`config.mk`:
```
export PLATFORM = sky130hd
export DESIGN_NAME = onehot_rr_arbiter
export DESIGN_NICKNAME = d
export VERILOG_FILES = /design/src/rtl/onehot_rr_arbiter.sv
export SDC_FILE = /design/constraint.sdc
export NUM_CORES = 1
export LEC_CHECK = 0
export ABC_AREA = 1
export CAP_MARGIN = 5
export CORE_MARGIN = 2
export CORE_UTILIZATION = 40
export DETAILED_ROUTE_END_ITERATION = 16
export SLEW_MARGIN = 10
export SYNTH_ARGS = -nofsm -noshare
export SYNTH_HDL_FRONTEND = slang
export SYNTH_SLANG_ARGS = --single-unit
```
`constraint.sdc`:
```
create_clock -name clk -period 4.5 [get_ports clk]
set_clock_uncertainty 0.2 [all_clocks]
set_input_delay 0.45 -clock clk [delete_from_list [all_inputs] [get_ports clk]]
set_output_delay 0.45 -clock clk [all_outputs]
set_load 0.02 [all_outputs]
```
`src/rtl/onehot_rr_arbiter.sv`:
```
// Round-robin arbiter with registered one-hot grant, binary grant index,
// owner release via done/request drop, and an optional hold-time limit.
module onehot_rr_arbiter #(
  parameter int NUM_REQ  = 8,
  parameter int IDX_W    = $clog2(NUM_REQ),
  parameter int MAX_HOLD = 0,
  parameter int HOLD_W   = 16
) (
  input  logic               clk,
  input  logic               rst,
  input  logic [NUM_REQ-1:0] req,
  input  logic               done,
  output logic [NUM_REQ-1:0] gnt,
  output logic [IDX_W-1:0]   gnt_idx,
  output logic               gnt_valid,
  output logic               timeout
);

  // state | meaning
  // IDLE  | no grant active, arbitrate from ptr whenever any req is set
  // GRANT | gnt_idx owns the resource until done, request drop or hold limit
  typedef enum logic {IDLE, GRANT} state_t;

  localparam logic [IDX_W-1:0]  LAST_IDX  = IDX_W'(NUM_REQ - 1);
  localparam logic [HOLD_W-1:0] HOLD_LAST = HOLD_W'((MAX_HOLD == 0) ? 0 : MAX_HOLD - 1);
  localparam logic [HOLD_W-1:0] HOLD_SAT  = '1;
  localparam bit                LIMIT_ON  = (MAX_HOLD != 0);

  state_t              state, state_next;
  logic [IDX_W-1:0]    ptr, ptr_next;
  logic [HOLD_W-1:0]   hold_cnt, hold_next;
  logic [NUM_REQ-1:0]  gnt_next;
  logic [IDX_W-1:0]    idx_next;
  logic                valid_next;
  logic                timeout_next;

  logic [IDX_W-1:0]    idx_wrap;
  logic [IDX_W-1:0]    search_base;
  logic [IDX_W-1:0]    sel_idx;
  logic                sel_hit;
  logic                owner_req;
  logic                vol_rel;
  logic                limit_hit;
  logic                release_now;

  function automatic logic [IDX_W-1:0] wrap_add(input logic [IDX_W-1:0] base, input int off);
    int sum;
    sum = int'(base) + off;
    if (sum >= NUM_REQ) sum = sum - NUM_REQ;
    return IDX_W'(sum);
  endfunction

  assign idx_wrap    = (gnt_idx == LAST_IDX) ? '0 : gnt_idx + 1'b1;
  // On a release the search restarts just above the owner, so the owner comes last.
  assign search_base = (state == GRANT) ? idx_wrap : ptr;

  always_comb begin
    sel_hit = 1'b0;
    sel_idx = '0;
    for (int o = 0; o < NUM_REQ; o++) begin
      if (!sel_hit && req[wrap_add(search_base, o)]) begin
        sel_hit = 1'b1;
        sel_idx = wrap_add(search_base, o);
      end
    end
  end

  assign owner_req   = |(req & gnt);
  assign vol_rel     = done | ~owner_req;
  assign limit_hit   = LIMIT_ON && (hold_cnt == HOLD_LAST);
  assign release_now = vol_rel | limit_hit;

  always_ff @(posedge clk or posedge rst) begin
    if (rst) begin
      state     <= IDLE;
      ptr       <= '0;
      hold_cnt  <= '0;
      gnt       <= '0;
      gnt_idx   <= '0;
      gnt_valid <= 1'b0;
      timeout   <= 1'b0;
    end else begin
      state     <= state_next;
      ptr       <= ptr_next;
      hold_cnt  <= hold_next;
      gnt       <= gnt_next;
      gnt_idx   <= idx_next;
      gnt_valid <= valid_next;
      timeout   <= timeout_next;
    end
  end

  always_comb begin
    state_next = state;
    case (state)
      IDLE:    if (sel_hit) state_next = GRANT;
      GRANT:   if (release_now && !sel_hit) state_next = IDLE;
      default: state_next = IDLE;
    endcase
  end

  always_comb begin
    ptr_next     = ptr;
    hold_next    = hold_cnt;
    gnt_next     = gnt;
    idx_next     = gnt_idx;
    valid_next   = gnt_valid;
    timeout_next = 1'b0;
    case (state)
      IDLE: begin
        if (sel_hit) begin
          gnt_next   = NUM_REQ'(1) << sel_idx;
          idx_next   = sel_idx;
          valid_next = 1'b1;
          hold_next  = '0;
        end
      end
      GRANT: begin
        if (release_now) begin
          ptr_next     = idx_wrap;
          // A voluntary release on the limit edge is not reported as a timeout.
          timeout_next = limit_hit & ~vol_rel;
          hold_next    = '0;
          if (sel_hit) begin
            gnt_next   = NUM_REQ'(1) << sel_idx;
            idx_next   = sel_idx;
            valid_next = 1'b1;
          end else begin
            gnt_next   = '0;
            idx_next   = '0;
            valid_next = 1'b0;
          end
        end else if (hold_cnt != HOLD_SAT) begin
          hold_next = hold_cnt + 1'b1;
        end
      end
      default: begin
        gnt_next   = '0;
        idx_next   = '0;
        valid_next = 1'b0;
      end
    endcase
  end

endmodule

```
==> results of run 1 <==
==> layer usage <==
layer  vias up  GRT usage
li1        984          -
met1       890      0.336
met2        70      0.357
met3         9     0.0285
met4         0     0.0650
met5         -          0
==> registers in the layout, summed over array words and instances, names as in the netlist <==
register and flops:
state 1, gnt 8, ptr 3, gnt_valid 1, gnt_idx 3
==> cells by family after synthesis <==
family	count (synthesis)
AOI/OAI and AO/OA	18
DFF	16
xor gates and xnor gates	3
and+or+nand+nor	207
buffers and inverters	37
other	1
muxes	1
adders and majority gates	4
==> per-stage QoR <==
stage           util  setup slack [ps]  hold WS, ps  area [um^2]  instances
2_1_floorplan      -              1020          164         1800        287
3_3_place_gp   0.467               541          268         2030        355
3_5_place_dp   0.467               465          276         2030        355
4_1_cts        0.480               451          293         2090        359
5_1_grt        0.480              35.4          351         2090        359
6_report       0.480               377          288         2090        359
==> synth_stat cells (all sizes together), types with 2 or more instances <==
cell type  number
nand2          99
nand3          77
inv            27
nor2           24
dfrtp          16
buf             8
o21ai           8
ha              4
nand4           4
a21oi           3
a21boi          2
a22o            2
clkinv          2
or2             2
xnor2           2
==> worst register-to-register path, delay by kind of cell (launching register included) <==
kind	cells	cell delay, ps
flip-flops	1	440
AO/OA/AOI/OAI	1	350
buffers and inverters	3	550
AND/OR/NAND/NOR	11	1550
adder cells (fa/ha/maj)	3	920
==> final cells by class <==
class / count / area [um^2]
clock buffer: 4 / 55.1
inverter: 29 / 109
timing repair buffer: 24 / 235
sequential: 16 / 400
tap: 52 / 65.1
multi-input combinational: 234 / 1220
fill: 468 / 2260
==> worst max path at each step <==
stage and end:
6_report gnt[7], 5_1_grt gnt[7], 4_1_cts gnt[7], 3_5_place_dp gnt[7], 3_3_place_gp gnt[7], 2_1_floorplan gnt[5]
==> insert_results.sql, run 1 <==
INSERT INTO impl_metrics (metric_group, metric, value, unit) VALUES
('clock_network', 'post_cts.resized_instances', '0', ''),
('route', 'met3_length', '306', 'um'),
('worst_setup_path', 'worst-endpoint-required', '4450', 'ps'),
('worst_setup_path', 'crit_path_end_kind', 'flip-flop', ''),
('yosys', 'synth.largest_area_cell', 'dfrtp_1', ''),
('yosys', 'synth.ff_latch_count', '16', ''),
('worst_setup_path', 'worst_setup_path_startpoint', 'gnt_idx[0]', ''),
('floorplan', 'die_x', '71.1', 'um'),
('worst_setup_path', 'r2r_cells', '18', ''),
('worst_setup_path', 'crit_arrival', '4070', 'ps'),
('status', 'outcome', 'complete, no violations', ''),
('layout', 'antenna-diode-count', '0', ''),
('route', 'viasPerCell', '5.44', ''),
('route', 'm1WireLength', '2550', 'um'),
('layout', 'mostFrequentLayoutCells', 'nand2_1 (88), nand3_1 (75), inv_1 (24)', ''),
('worst_setup_path', 'worstPathBufferInverterCount', '3', ''),
('yosys', 'synthesized_area_fraction_occupied_by_and_or_nand_nor_cells', '0.554', ''),
('clock_network', 'cts_tree', 'yes', ''),
('yosys', 'xor_xnor_fraction_of_synth_area', '0.0146', ''),
('sta', 'setup_repair_after_global_routing_missed_its_margin', 'false', ''),
('placed_design', 'dp_hpwl', '4240', 'um'),
('layout', 'flow.area_growth_from_synthesis', '16.0', '%'),
('sta', 'finalWorstPathRequiredPeriod', '4120', 'ps'),
('worst_setup_path', 'startpoint_type', 'flip-flop', ''),
('sta', 'tns', '0', 'ps'),
('route', 'dr.max_layer_used', 'met4', ''),
('yosys', 'netlist_instances', '287', ''),
('route', 'via_count', '1953', ''),
('worst_setup_path', 'cpLargestDelayFamily', 'simple AND/OR/NAND/NOR gates', ''),
('floorplan', 'die_height', '71.1', 'um'),
('worst_setup_path', 'regToRegSetupSlack', '380', 'ps'),
('floorplan', 'start_util', '0.414', ''),
('worst_setup_path', 'reg2reg_from', 'gnt_idx[0]', ''),
('floorplan', 'fp.coreArea', '4350', 'um^2'),
('placed_design', 'numPortBuffers', '22', ''),
('worst_setup_path', 'timing.critical_path.depth', '18', ''),
('job', 'max-cap-violations', '0', ''),
('clock_network', 'cts.repair_timing.setup_buffer_count', '0', ''),
('yosys', 'synth-compound-area-share', '0.0750', ''),
('worst_setup_path', 'crit_slowest_cell', 'ha_1', ''),
('yosys', 'ys_seq_area_frac', '0.222', ''),
('worst_hold_path', 'hold_path.startpoint', 'gnt_valid', ''),
('sta', 'final_setup_violating_endpoints', '0', ''),
('route', 'drtPass1Iterations', '5', ''),
('yosys', 'syn_avg_cell_area', '6.28', 'um^2'),
('clock_network', 'ctsHoldBuffers', '0', ''),
('worst_setup_path', 'max_stage_delay', '480', 'ps'),
('route', 'avgRoutedWirePerCell', '14.7', 'um'),
('yosys', 'synth_top_family_by_area', 'simple AND/OR/NAND/NOR gates', ''),
('worst_setup_path', 'cp_max_fanout', '16', ''),
('worst_setup_path', 'crit-reg2reg-capture', 'gnt[7]', ''),
('yosys', 'mappedNetlistNets', '302', ''),
('global_route', 'total_overflow_reported_by_the_global_router', '0', ''),
('sta', 'hold_violations', '0', ''),
('route', 'first_iter_violations', '329', ''),
('global_route', 'grt_first_pass_wirelength', '9250', 'um'),
('worst_setup_path', 'path_class', 'flip-flop to flip-flop', ''),
('route', 'dr_wl_met2', '2310', 'um'),
('global_route', 'antenna_violations_before_repair', '0', ''),
('clock_network', 'path_clk_slew', '70', 'ps'),
('worst_hold_path', 'min_path_cells', '2', ''),
('route', 'final_antenna_net_count', '0', ''),
('sta', 'timing.max_slew.rel_slack', '0.581', ''),
('worst_setup_path', 'crit_chain', 'ha_1 -> ha_1 -> nor2_1 -> nand2_2 -> nand2_4 -> inv_1 -> ha_1 -> clkinv_1 -> nand3_1 -> nand3_1 -> nand2_1 -> inv_1 -> nor2_8 -> nand3_4 -> a21boi_4 -> nor2_1 -> nand2_1 -> nand2_1', ''),
('yosys', 'postSynth.asyncResetShare', '1.00', ''),
('yosys', 'synthMuxAreaShare', '0.00625', ''),
('worst_hold_path', 'hold-path-endpoint', 'gnt_valid', ''),
('clock_network', 'insertion_delay', '250', 'ps'),
('layout', 'layout.nets', '323', ''),
('layout', 'post_route_cells_drive_above_1_share', '0.107', ''),
('global_route', 'first_global_vias', '1933', '');
Power of run 1 is left out: the tool's default activity adds up to more than one toggle a clock period on the data nets, which glitch-free logic cannot reach.
==> inputs of run 2 (changes only) <==
- CTS_CLUSTER_DIAMETER: default -> 200
- GPL_ROUTABILITY_DRIVEN: default -> 0
==> run 2 against run 1 <==
Against the previous run: fmax rose by 4.1%; design area up 0.30%; critical path type unchanged; flip-flop and latch count stayed put; highest routed layer unchanged; sequential share of layout area down 0.057 points; hold slack gained 45 ps; core utilization up 0.14 points; critical path depth unchanged.
==> insert_results.sql, run 2 (synthesis gave the netlist of run 1 again) <==
INSERT INTO impl_metrics (metric_group, metric, value, unit) VALUES
('status', 'outcome', 'complete, no violations', ''),
('floorplan', 'fp.dieArea', '5060', 'um^2'),
('floorplan', 'start_util', '0.414', ''),
('worst_setup_path', 'max_stage_delay', '450', 'ps'),
('floorplan', 'die_height', '71.1', 'um'),
('layout', 'registers.top_by_ff_count', 'gnt', ''),
('clock_network', 'cts_buffers', '3', ''),
('placed_design', 'numPortBuffers', '22', ''),
('sta', 'max_clock_freq', '0.253', 'GHz'),
('placed_design', 'dp_hpwl', '4220', 'um'),
('layout', 'register_area', '400', 'um^2'),
('floorplan', 'die_x', '71.1', 'um'),
('floorplan', 'core.rowCount', '24', ''),
('layout', 'nFillCells', '459', ''),
('route', 'drtPass1Iterations', '4', ''),
('layout', 'post_route_cells_drive_above_1_share', '0.114', ''),
('sta', 'finalWorstPathRequiredPeriod', '3960', 'ps'),
('sta', 'worst_pin_slew', '607', 'ps'),
('clock_network', 'path_clk_slew', '70', 'ps'),
('sta', 'hold_violations', '0', ''),
('worst_setup_path', 'worst-endpoint-required', '4440', 'ps'),
('route', 'routed_wl', '5200', 'um'),
('clock_network', 'cts.sinks', '16', ''),
('layout', 'largest_reg_flops', '8', ''),
('global_route', 'gr_util_all_layers', '0.219', ''),
('sta', 'timing.max_slew.rel_slack', '0.595', ''),
('layout', 'mostFrequentLayoutCells', 'nand2_1 (88), nand3_1 (75), inv_1 (24)', ''),
('job', 'max-cap-violations', '0', ''),
('worst_setup_path', 'crit_chain', 'ha_1 -> ha_1 -> nor2_1 -> nand2_2 -> nand2_4 -> inv_1 -> ha_2 -> clkinvlp_4 -> nand3_1 -> nand3_1 -> nand2_1 -> inv_1 -> nor2_8 -> nand3_4 -> a21boi_4 -> nor2_1 -> nand2_1 -> nand2_1', ''),
('clock_network', 'insertion_delay', '250', 'ps'),
('route', 'viasPerCell', '5.42', ''),
('floorplan', 'fp.coreArea', '4350', 'um^2'),
('layout', 'layout.nets', '323', ''),
('layout', 'mostFrequentLayoutCell', 'nand2_1', ''),
('floorplan', 'io_pins', '24', ''),
('clock_network', 'ctsHtreeMaxLevel', '1', ''),
('worst_setup_path', 'path_class', 'flip-flop to flip-flop', ''),
('clock_network', 'cts_tree', 'yes', ''),
('worst_setup_path', 'crit_slowest_cell', 'ha_2', ''),
('worst_setup_path', 'crit_path_end_kind', 'flip-flop', ''),
('worst_setup_path', 'startpoint_type', 'flip-flop', ''),
('clock_network', 'cts_max_path_buffers', '2', ''),
('worst_setup_path', 'cpMostUsedCell', 'nand2_1', ''),
('route', 'drc_errors', '0', ''),
('global_route', 'antenna_violations_before_repair', '0', ''),
('clock_network', 'ctsRootBufferMaster', 'clkbuf_8', ''),
('sta', 'layout_worst_path_cycle_share', '0.880', ''),
('global_route', 'pin_count_of_the_biggest_net_entering_global_routing', '17', ''),
('route', 'first_iter_violations', '232', ''),
('route', 'avgRoutedWirePerCell', '14.5', 'um'),
('layout', 'multi_input_comb_area', '1230', 'um^2'),
('layout', 'flow.area_growth_from_synthesis', '16.3', '%'),
('sta', 'final_setup_violating_endpoints', '0', ''),
('sta', 'finalMaxSlewViolations', '0', ''),
('global_route', 'first_global_vias', '1825', ''),
('worst_hold_path', 'worst_hold_path_type', 'flip-flop to flip-flop', ''),
('global_route', 'grt_first_pass_wirelength', '8800', 'um'),
('worst_setup_path', 'crit_arrival', '3900', 'ps'),
('layout', 'reg.largest.list', 'gnt (8), gnt_idx (3), ptr (3)', ''),
('worst_setup_path', 'cp_max_fanout', '16', ''),
('route', 'final_antenna_net_count', '0', ''),
('sta', 'tns', '0', 'ps'),
('layout', 'antenna-diode-count', '0', ''),
('global_route', 'total_overflow_reported_by_the_global_router', '0', ''),
('sta', 'setup_repair_after_global_routing_missed_its_margin', 'false', ''),
('route', 'via_count', '1944', '');
run 2: critical path: cells and delay by family (launching register included):
family,cells,cell delay [ps]
compound gates,1,350
fa+ha+maj,3,890
buf+inv,3,460
flops,1,440
simple gates,11,1500
run 2: area by class of cell:
class	count	area share
Clock buffer	4	0.0263
Inverter	29	0.0537
Multi-Input combinational cell	234	0.586
Sequential cell	16	0.191
Tap cell	52	0.0310
Timing Repair Buffer	24	0.112
run 2: worst paths after layout:
| check | endpoint | depth (start not counted) | slack, ps | startpoint |
|---|---|---|---|---|
| max in group asynchronous | gnt[1] | 2 | 3330 | rst |
| min | gnt[5] | 2 | 330 | gnt[5] |
| min in group asynchronous | gnt_idx[1] | 2 | 370 | rst |
| min reg2reg | gnt[5] | 2 | 330 | gnt[5] |
| max | gnt[4] | 18 | 540 | gnt_idx[0] |
| max reg2reg | gnt[4] | 18 | 540 | gnt_idx[0] |
run 2: layer usage:
layer	global-route usage	share of wire	vias up
li1	-	-	989
met1	0.315	0.47	890
met2	0.345	0.45	55
met3	0.0271	0.063	10
met4	0.0629	0.022	0
met5	0	0	-
run 2: metrics by stage:
| step | cell area (um^2) | worst slack, ps | utilization | instances | hold slack [ps] |
|---|---|---|---|---|---|
| 6_report | 2100 | 542 | 0.481 | 359 | 334 |
| 4_1_cts | 2090 | 443 | 0.480 | 359 | 335 |
| 2_1_floorplan | 1800 | 1020 | - | 287 | 164 |
| 5_1_grt | 2100 | 106 | 0.481 | 359 | 360 |
| 3_3_place_gp | 2030 | 529 | 0.467 | 355 | 271 |
| 3_5_place_dp | 2030 | 458 | 0.467 | 355 | 316 |
run 2: what timing repair did:
action                                  in CTS  in global routing
hold buffers                                 0                  0
gates resized for setup                      0                  2
setup buffers                                0                  0
endpoints found under the setup margin       0                  5
Power of run 2 is left out for the same reason.
